<file path="config.mk">
export PLATFORM = sky130hd
export DESIGN_NAME = b_type_flat
export DESIGN_NICKNAME = d
export VERILOG_FILES = /design/src/rtl/riscv_pkg.sv /design/src/rtl/instr_io.sv /design/src/rtl/branch_cmp.sv /design/src/rtl/b_type.sv /design/src/flat_wrapper.sv
export SDC_FILE = /design/constraint.sdc
export NUM_CORES = 1
export LEC_CHECK = 0
export CORE_MARGIN = 1.5
export CORE_UTILIZATION = 39
export CTS_CLUSTER_DIAMETER = 50
export CTS_CLUSTER_SIZE = 12
export DETAILED_ROUTE_END_ITERATION = 8
export MAX_ROUTING_LAYER = met4
export PLACE_DENSITY = 0.82
export SYNTH_ARGS = -nofsm -noshare
export SYNTH_HDL_FRONTEND = slang
export SYNTH_SLANG_ARGS = --single-unit
</file>
<file path="constraint.sdc">
create_clock -name clk -period 4.26 [get_ports clk]
set_clock_uncertainty 0.05 [all_clocks]
set_input_delay 0.852 -clock clk [delete_from_list [all_inputs] [get_ports clk]]
set_output_delay 0.852 -clock clk [all_outputs]
set_load 0.02 [all_outputs]
</file>
<file path="src/rtl/riscv_pkg.sv">
// Shared RV32I definitions for the instruction-type units: branch funct3
// encodings, the sequential PC increment and the funct3 field position.
package riscv_pkg;

   typedef enum logic [2:0] {
      BEQ  = 3'b000,
      BNE  = 3'b001,
      BLT  = 3'b100,
      BGE  = 3'b101,
      BLTU = 3'b110,
      BGEU = 3'b111
   } b_func;

   localparam int unsigned PC_STEP   = 4;
   localparam int unsigned FUNCT3_HI = 14;
   localparam int unsigned FUNCT3_LO = 12;

   // Extract the funct3 field from a raw instruction word.
   function automatic logic [2:0] get_funct3(input logic [31:0] instr);
      return instr[FUNCT3_HI:FUNCT3_LO];
   endfunction

endpackage

</file>
<file path="src/rtl/instr_io.sv">
// Shared instruction-unit bus. Each instruction-type unit attaches through
// its own modport; the branch unit uses B_type_io_ports.
interface Instr_IO #(
   parameter int XLEN = 32
) (
   input logic clk
);
   logic                   reset;
   logic        [31:0]     idata;
   logic        [XLEN-1:0] iaddr;
   logic signed [XLEN-1:0] imm;
   logic signed [XLEN-1:0] rv1;
   logic signed [XLEN-1:0] rv2;
   logic        [XLEN-1:0] iaddr_val;
   logic                   br_taken;
   logic                   br_taken_q;
   logic                   misalign_q;
   logic                   illegal_q;

   modport B_type_io_ports (
      input  clk,
      input  reset,
      input  idata,
      input  iaddr,
      input  imm,
      input  rv1,
      input  rv2,
      output iaddr_val,
      output br_taken,
      output br_taken_q,
      output misalign_q,
      output illegal_q
   );
endinterface

</file>
<file path="src/rtl/branch_cmp.sv">
// Branch condition evaluator: decodes B-type funct3 and compares rs1/rs2
// signed or unsigned. Reserved encodings are never taken and flag illegal.
module branch_cmp
   import riscv_pkg::*;
#(
   parameter int XLEN = 32
) (
   input  logic signed [XLEN-1:0] rv1,
   input  logic signed [XLEN-1:0] rv2,
   input  logic        [2:0]      funct3,
   output logic                   taken,
   output logic                   illegal
);

   b_func op;
   logic  eq;
   logic  lt_s;
   logic  lt_u;

   assign op   = b_func'(funct3);
   assign eq   = (rv1 == rv2);
   assign lt_s = (rv1 < rv2);
   assign lt_u = ($unsigned(rv1) < $unsigned(rv2));

   // Select the comparison requested by funct3; 010/011 fall to the default.
   always_comb begin
      taken   = 1'b0;
      illegal = 1'b0;
      case (op)
         BEQ:     taken = eq;
         BNE:     taken = ~eq;
         BLT:     taken = lt_s;
         BGE:     taken = ~lt_s;
         BLTU:    taken = lt_u;
         BGEU:    taken = ~lt_u;
         default: illegal = 1'b1;
      endcase
   end

endmodule

</file>
<file path="src/rtl/b_type.sv">
// Branch-resolution unit for the single-cycle core. Produces the next PC
// combinationally and registers taken/misaligned/illegal status for the
// trap logic. The target is never alignment-masked; misalignment is only
// reported.
module b_type
   import riscv_pkg::*;
#(
   parameter int XLEN = 32
) (
   Instr_IO.B_type_io_ports io
);

   logic [XLEN-1:0] target;
   logic [XLEN-1:0] seq_pc;
   logic            taken;
   logic            illegal;
   logic            misalign;

   branch_cmp #(.XLEN(XLEN)) u_cmp (
      .rv1     (io.rv1),
      .rv2     (io.rv2),
      .funct3  (get_funct3(io.idata)),
      .taken   (taken),
      .illegal (illegal)
   );

   // Both adds wrap modulo 2^XLEN; imm is already sign-extended so a plain
   // add gives the correct backward/forward target.
   assign target   = io.iaddr + $unsigned(io.imm);
   assign seq_pc   = io.iaddr + XLEN'(PC_STEP);
   assign misalign = taken & (target[1:0] != 2'b00);

   assign io.br_taken  = taken;
   assign io.iaddr_val = taken ? target : seq_pc;

   // Status flags: cleared asynchronously while reset is low, otherwise
   // capture the live combinational values every cycle.
   always_ff @(posedge io.clk or negedge io.reset) begin
      if (!io.reset) begin
         io.br_taken_q <= 1'b0;
         io.misalign_q <= 1'b0;
         io.illegal_q  <= 1'b0;
      end else begin
         io.br_taken_q <= taken;
         io.misalign_q <= misalign;
         io.illegal_q  <= illegal;
      end
   end

endmodule

</file>
<file path="src/flat_wrapper.sv">
// flat-port wrapper written by rule: the top's interface ports become plain ports
module b_type_flat import riscv_pkg::*;
#(
   parameter int XLEN = 32
)
  (clk, io_reset, io_idata, io_iaddr, io_imm, io_rv1, io_rv2, io_iaddr_val, io_br_taken, io_br_taken_q, io_misalign_q, io_illegal_q);
  Instr_IO #(.XLEN(XLEN)) io_i (.clk(clk));
  input wire logic clk;
  input wire logic [$bits(io_i.reset)-1:0] io_reset;
  input wire logic [$bits(io_i.idata)-1:0] io_idata;
  input wire logic [$bits(io_i.iaddr)-1:0] io_iaddr;
  input wire logic [$bits(io_i.imm)-1:0] io_imm;
  input wire logic [$bits(io_i.rv1)-1:0] io_rv1;
  input wire logic [$bits(io_i.rv2)-1:0] io_rv2;
  output wire logic [$bits(io_i.iaddr_val)-1:0] io_iaddr_val;
  output wire logic [$bits(io_i.br_taken)-1:0] io_br_taken;
  output wire logic [$bits(io_i.br_taken_q)-1:0] io_br_taken_q;
  output wire logic [$bits(io_i.misalign_q)-1:0] io_misalign_q;
  output wire logic [$bits(io_i.illegal_q)-1:0] io_illegal_q;
  assign io_i.reset = io_reset;
  assign io_i.idata = io_idata;
  assign io_i.iaddr = io_iaddr;
  assign io_i.imm = io_imm;
  assign io_i.rv1 = io_rv1;
  assign io_i.rv2 = io_rv2;
  assign io_iaddr_val = io_i.iaddr_val;
  assign io_br_taken = io_i.br_taken;
  assign io_br_taken_q = io_i.br_taken_q;
  assign io_misalign_q = io_i.misalign_q;
  assign io_illegal_q = io_i.illegal_q;
  b_type #(.XLEN(XLEN)) u_core (.io(io_i));
endmodule
</file>
==> run_results.csv <==
group,metric,value,unit
placement,placed_area,5930,um2
pwr,leakagePower,3.68,nW
placement,dp_worst_setup_slack,-1040,ps
floorplan,die_area,8870,um2
yosys,syn_area,3240,um2
drt,vias,6095,
global_routing,grt-ovfl-total,0,
yosys,synth_seq_area_share,0.0231,
yosys,async_flop_share,1.00,
pwr,p_per_area,196,nW/um2
clock_network,cts_tree,"built",
drt,wl_met2,11500,um
floorplan,core,8130,um2
finish,post-route-cell-area,7780,um2
finish,drive_gt1_frac,0.507,
timing,hold_violations,0,
timing,finalCriticalPeriod,4620,ps
clock_network,cts_buffer_depth,2,
floorplan,ios,198,
setup_path,slowest_stage,"clkdlybuf4s50_1",
yosys,synth.top_cell.area_share,0.247,
clock_network,cts_root_buffer,"clkbuf_8",
yosys,ys.flop_type,"dfrtp_1",
yosys,yosysWarnings,0,
floorplan,die_y,94.2,um
drt,ant_nets,0,
global_routing,grt_max_degree,8,
drt,routed_wirelength,24600,um
drt,drt_iter0_markers,562,
yosys,synth_area_per_cell,6.87,um2
timing,finalCritPeriodShare,1.09,
pwr,vdd_drop_max,107,uV
setup_path,cp_cell_sequence,"clkdlybuf4s50_1 > ha_1 > nor2b_1 > o211ai_1 > a21oi_2 > o31a_1 > o21ai_2 > xor2_2 > a21oi_4 > buf_12 > buf_16 > o41ai_4 > buf_4",
timing,rsz0062_at_grt,"true",
setup_path,arrival,3720,ps
yosys,postSynthCellCount,472,
setup_path,critPathKind,"in2out",
global_routing,grt_pass1_wl,27000,um
yosys,yosysUniqueCellTypes,55,
finish,final_common_cell,"buf_4",
timing,max_slew.worst_pin.slew,460,ps
yosys,ys_top_cells_by_area,"ha_1, xnor2_1, a21oi_1",
clock_network,clk_pin_slew,30,ps
job,maxCapViolCount,0,
global_routing,grt_pass1_vias,5721,
placement,place_hpwl,10300,um
clock_network,cts_sinks,3,
finish,area_growth,140,%
timing,fmax,0.216,GHz
drt,wl_per_cell,27.4,um
run_status,status,"complete, but fails checks",
clock_network,cts_buffers,3,
setup_path,end_kind,"output pin",
clock_network,h-tree-depth,1,
global_routing,grtUsageTotal,0.402,
drt,wl_met3,2680,um
drt,dr.max_layer_used,"met4",
yosys,synth.largest_area_cell,"ha_1",
setup_path,startpoint,"io_rv2[0]",
setup_path,crit_fanout,7,
setup_path,slowest_delay,490,ps
timing,worst_slack,-365,ps
clock_network,postCtsHoldBufs,0,
run_status,violations,"setup timing",
setup_path,critPathRequiredTime,3360,ps
timing,slew_viol_final,0,
floorplan,start_util,0.399,
drt,vias_per_cell,6.79,
timing,setup_viol,33,
hold_path,min_path_type,"in2async",
finish,fin_nets,1021,
floorplan,fp.dieW,94.2,um
yosys,synth-edff-count,0,
placement,io_buffers,168,
yosys,synth_fp_nets,699,
yosys,synth_seq_cells,3,
drt,met1_length,7430,um
finish,antennaDiodeCount,0,
setup_path,cp-start-kind,"primary input",
setup_path,cp-endpoint,"io_iaddr_val[13]",
timing,slew-limit-headroom,0.693,
drt,post-route-drc-count,0,
placement,gp_congestion,0.967,
floorplan,rows,33,
drt,drt_first_pass_iters,5,
finish,mostFrequentLayoutCells,"buf_4, ha_4, buf_6",
global_routing,antenna_found_initial,0,
cell type report:
type                            instances  area [um2]
Clock buffer                            4        45.0
Fill cell                             195         355
Inverter                               44         185
Multi-Input combinational cell        418        4260
Sequential cell                         3        75.1
Tap cell                              105         131
Timing Repair Buffer                  324        3090
cells in the mapped netlist (2+ instances only):
library cell	n
inv_1	43
nand3_1	19
o211ai_1	2
ha_1	64
o31ai_1	4
and2_1	2
xnor2_1	33
xor2_1	21
and3_1	10
or3_1	2
o21ai_1	5
nor2_1	33
nor3_1	5
clkbuf_1	2
a211oi_1	3
a21oi_1	50
nand2b_1	5
dfrtp_1	3
nor3b_1	3
o21bai_1	4
o21a_1	5
o21ai_0	27
a21o_1	20
nor2b_1	4
mux2_2	2
nand4_1	14
nor4_1	2
a221oi_1	2
a21boi_0	2
a31oi_1	3
buf_2	3
nand2_1	52
sequential cells by signal, summed over array words and instances, names as in the netlist:
name,flops
u_core.io.br_taken_q,1
u_core.io.illegal_q,1
u_core.io.misalign_q,1
metal layers:
metal | vias up | GRT usage
li1 | 2347 | -
met1 | 2741 | 0.374
met2 | 662 | 0.765
met3 | 345 | 0.0534
met4 | 0 | 0.260
met5 | - | -
worst min path at each step:
| stage | from | to | slack, ps | cells past startpoint |
|---|---|---|---|---|
| finish | io_reset | u_core.io.illegal_q | 770 | 1 |
| global route | io_reset | u_core.io.illegal_q | 780 | 1 |
| CTS | io_reset | u_core.io.br_taken_q | 780 | 1 |
| floorplan | io_reset | u_core.io.br_taken_q | 510 | 0 |
| detailed placement | io_reset | u_core.io.illegal_q | 1010 | 1 |
| global placement | io_reset | u_core.io.misalign_q | 990 | 1 |
logic make-up (layout without fill, tap and decap cells):
family / Yosys count / in the layout / synth area share
simple gates: 157 / 157 / 0.237
flops: 3 / 3 / 0.0231
fa+ha+maj: 65 / 65 / 0.253
xor+xnor: 54 / 54 / 0.146
compound gates: 140 / 140 / 0.270
mux: 2 / 2 / 0.00694
buf+inv: 51 / 372 / 0.0644
timing repair:
item                       in CTS  in global routing
buffers inserted               23                 16
setup endpoints to repair      33                 33
gates cloned                    5                  0
pin swaps                      86                 60
gates resized for setup       492                158
worst max-delay path: cells and delay by family:
family | cells | cell delay [ps]
xor+xnor | 1 | 250
fa+ha+maj | 1 | 160
simple gates | 1 | 70
compound gates | 6 | 1370
buf+inv | 4 | 1010
report_power, final:
part	switching, mW	internal [mW]
Clock	0.0257	0.0644
Sequential	0.00125	0.0319
Combinational	0.709	0.689
per-stage QoR:
| step | util | cells | power, mW | hold slack (ps) | setup TNS, ps |
|---|---|---|---|---|---|
| after floorplan | - | 472 | 0.448 | 506 | 0 |
| final | 0.956 | 898 | 1.52 | 773 | -7770 |
| after detailed placement | 0.729 | 854 | 0.908 | 1010 | -29720 |
| after CTS | 0.862 | 884 | 1.19 | 776 | -325 |
| after global routing | 0.956 | 898 | 1.56 | 782 | -8370 |
| after global placement | 0.729 | 854 | 0.884 | 994 | -27390 |
Note: power is estimated with default switching activity, not from simulation.
==> RTL edit, RTL diff (config.mk and constraints unchanged) <==
Reset style: synchronous (`io.reset`), changed in one clocked block. Comments in the files are not updated.
--- a/src/rtl/b_type.sv
+++ b/src/rtl/b_type.sv
@@ -37,3 +37,3 @@
    // capture the live combinational values every cycle.
-   always_ff @(posedge io.clk or negedge io.reset) begin
+   always_ff @(posedge io.clk) begin
       if (!io.reset) begin
Function: differs if io_reset is asserted again (counterexample within 4 cycles, from zero or initial values and one cycle with io_reset low); with io_reset held inactive, the same outputs for 10 cycles.
==> RTL edit against the unedited design <==
  * The flow still finishes with violations (negative setup slack)
  * Routed wire length fell by 23%
  * Clock power down 8.1%
  * Power is 10% lower
  * Setup slack lost 0.027 ns
  * Via count shrank 8.2%
  * Cell area down 2.9%
  * Synthesized area up 6.2%
  * Sequential cell count stayed put
  * Critical endpoint is now io_iaddr_val[31]
  * Largest power group unchanged
==> RTL edit: results (changes against the unedited design) <==
drt initial violations -> 370 (was 562)
WP data arrival -> 3.75 ns (was 3.72 ns)
syn_nets -> 724 (was 699)
worst vdd ir -> 0.0001345 V (was 0.0001066 V)
Place WS -> -1.113 ns (was -1.035 ns)
largest cells by area after synthesis -> ha_1 23%, xor2_1 7.1%, a21oi_1 7.0%, xnor2_1 6.9%, inv_1 5.6% (was ha_1 25%, xnor2_1 8.9%, a21oi_1 7.7%, nand2_1 6.0%, xor2_1 5.7%)
Setup Viol. Count Final -> 33 (unchanged)
Static Leak -> 3.455 nW (was 3.683 nW)
layout cell share with drive strength beyond 1 -> 48.97% (was 50.69%)
cells after synthesis -> 497 (was 472)
sequential cell area fraction in the yosys report -> 1.742% (was 2.314%)
WL met1 -> 6.706 mm (was 7.430 mm)
routed length on met2 -> 9.612 mm (was 11.48 mm)
Final WS setup -> -0.3924 ns (was -0.3649 ns)
Comb pwr share -> 91.7% (was 91.9%)
GRT Total Usage -> 36.49% (was 40.24%)
first-pass GRT wire length -> 27.55 mm (was 27.05 mm)
Sw Share -> 45.95% (was 48.35%)
largest net degree at the start of global routing -> 9 (was 8)
commonest cells in the netlist -> 64 x ha_1, 51 x inv_1, 48 x a21oi_1 (was 64 x ha_1, 52 x nand2_1, 50 x a21oi_1)
Post-synth top flop -> dfxtp_1 (was dfrtp_1)
failing checks -> negative setup slack (unchanged)
CP delay by family, top -> simple AND/OR/NAND/NOR gates (was compound AO/OA/AOI/OAI gates)
vias in the first global route -> 5736 (was 5721)
area post-placement -> 6222 µm² (was 5932 µm²)
number of distinct library cells after synthesis -> 57 (was 55)
hold slack -> 0.9223 ns (was 0.7729 ns)
hold crit path type -> input port to register (was input port to async pin)
Pint -> 0.7377 mW (was 0.7857 mW)
status -> finished with violations (unchanged)
# fillers -> 384 (was 195)
relative slew slack -> 65.27% (was 69.35%)
-- RTL edit: changes by cell type after synthesis, moves of 4 or more --
cell | unedited run | this run
mux2i_1 | 0 | 7
o21ai_1 | 5 | 1
xnor2_1 | 33 | 27
nand2_1 | 52 | 39
inv_1 | 43 | 51
xor2_1 | 21 | 28
nor3_1 | 5 | 10
clkbuf_1 | 2 | 6
nand2b_1 | 5 | 0
-- RTL edit: worst paths after layout --
| path | to | from | depth (start not counted) |
|---|---|---|---|
| hold / removal | u_core.io.misalign_q | io_imm[0] | 3 |
| setup / recovery | io_iaddr_val[31] | io_rv2[24] | 13 |
-- RTL edit: per-layer routing --
metal  vias to the layer above  track usage, %
met3                       141           5.564
met5                         -               -
met1                      2588           37.58
met4                         0           17.28
li1                       2486               -
met2                       381           67.46
-- RTL edit: kinds of logic (layout without fill, tap and decap cells) --
group | count (synthesis) | in the layout | share of synthesized area, %
xor gates and xnor gates | 55 | 55 | 13.97
and+or+nand+nor | 149 | 149 | 21.31
AOI/OAI and AO/OA | 152 | 152 | 28.89
buffers and inverters | 64 | 396 | 7.586
muxes | 9 | 9 | 2.686
adders and majority gates | 65 | 65 | 23.81
DFF | 3 | 3 | 1.742
-- RTL edit: repair_timing --
item                                   4_1_cts  5_1_grt
buffers inserted                            25       13
setup endpoints to repair                   33       33
endpoints found under the hold margin        0        0
gates resized for setup                    551       68
pin swaps                                   81       43
gates cloned                                 5        0
-- RTL edit: layout make-up --
class	count	area, µm²	share of cell area [%]
clock buffer	4	45.04	0.5966
sequential	3	60.06	0.7955
timing repair buffer	341	2972	39.36
inverter	51	198.9	2.635
multi-input combinational	430	4139	54.82
tap	108	135.1	1.790
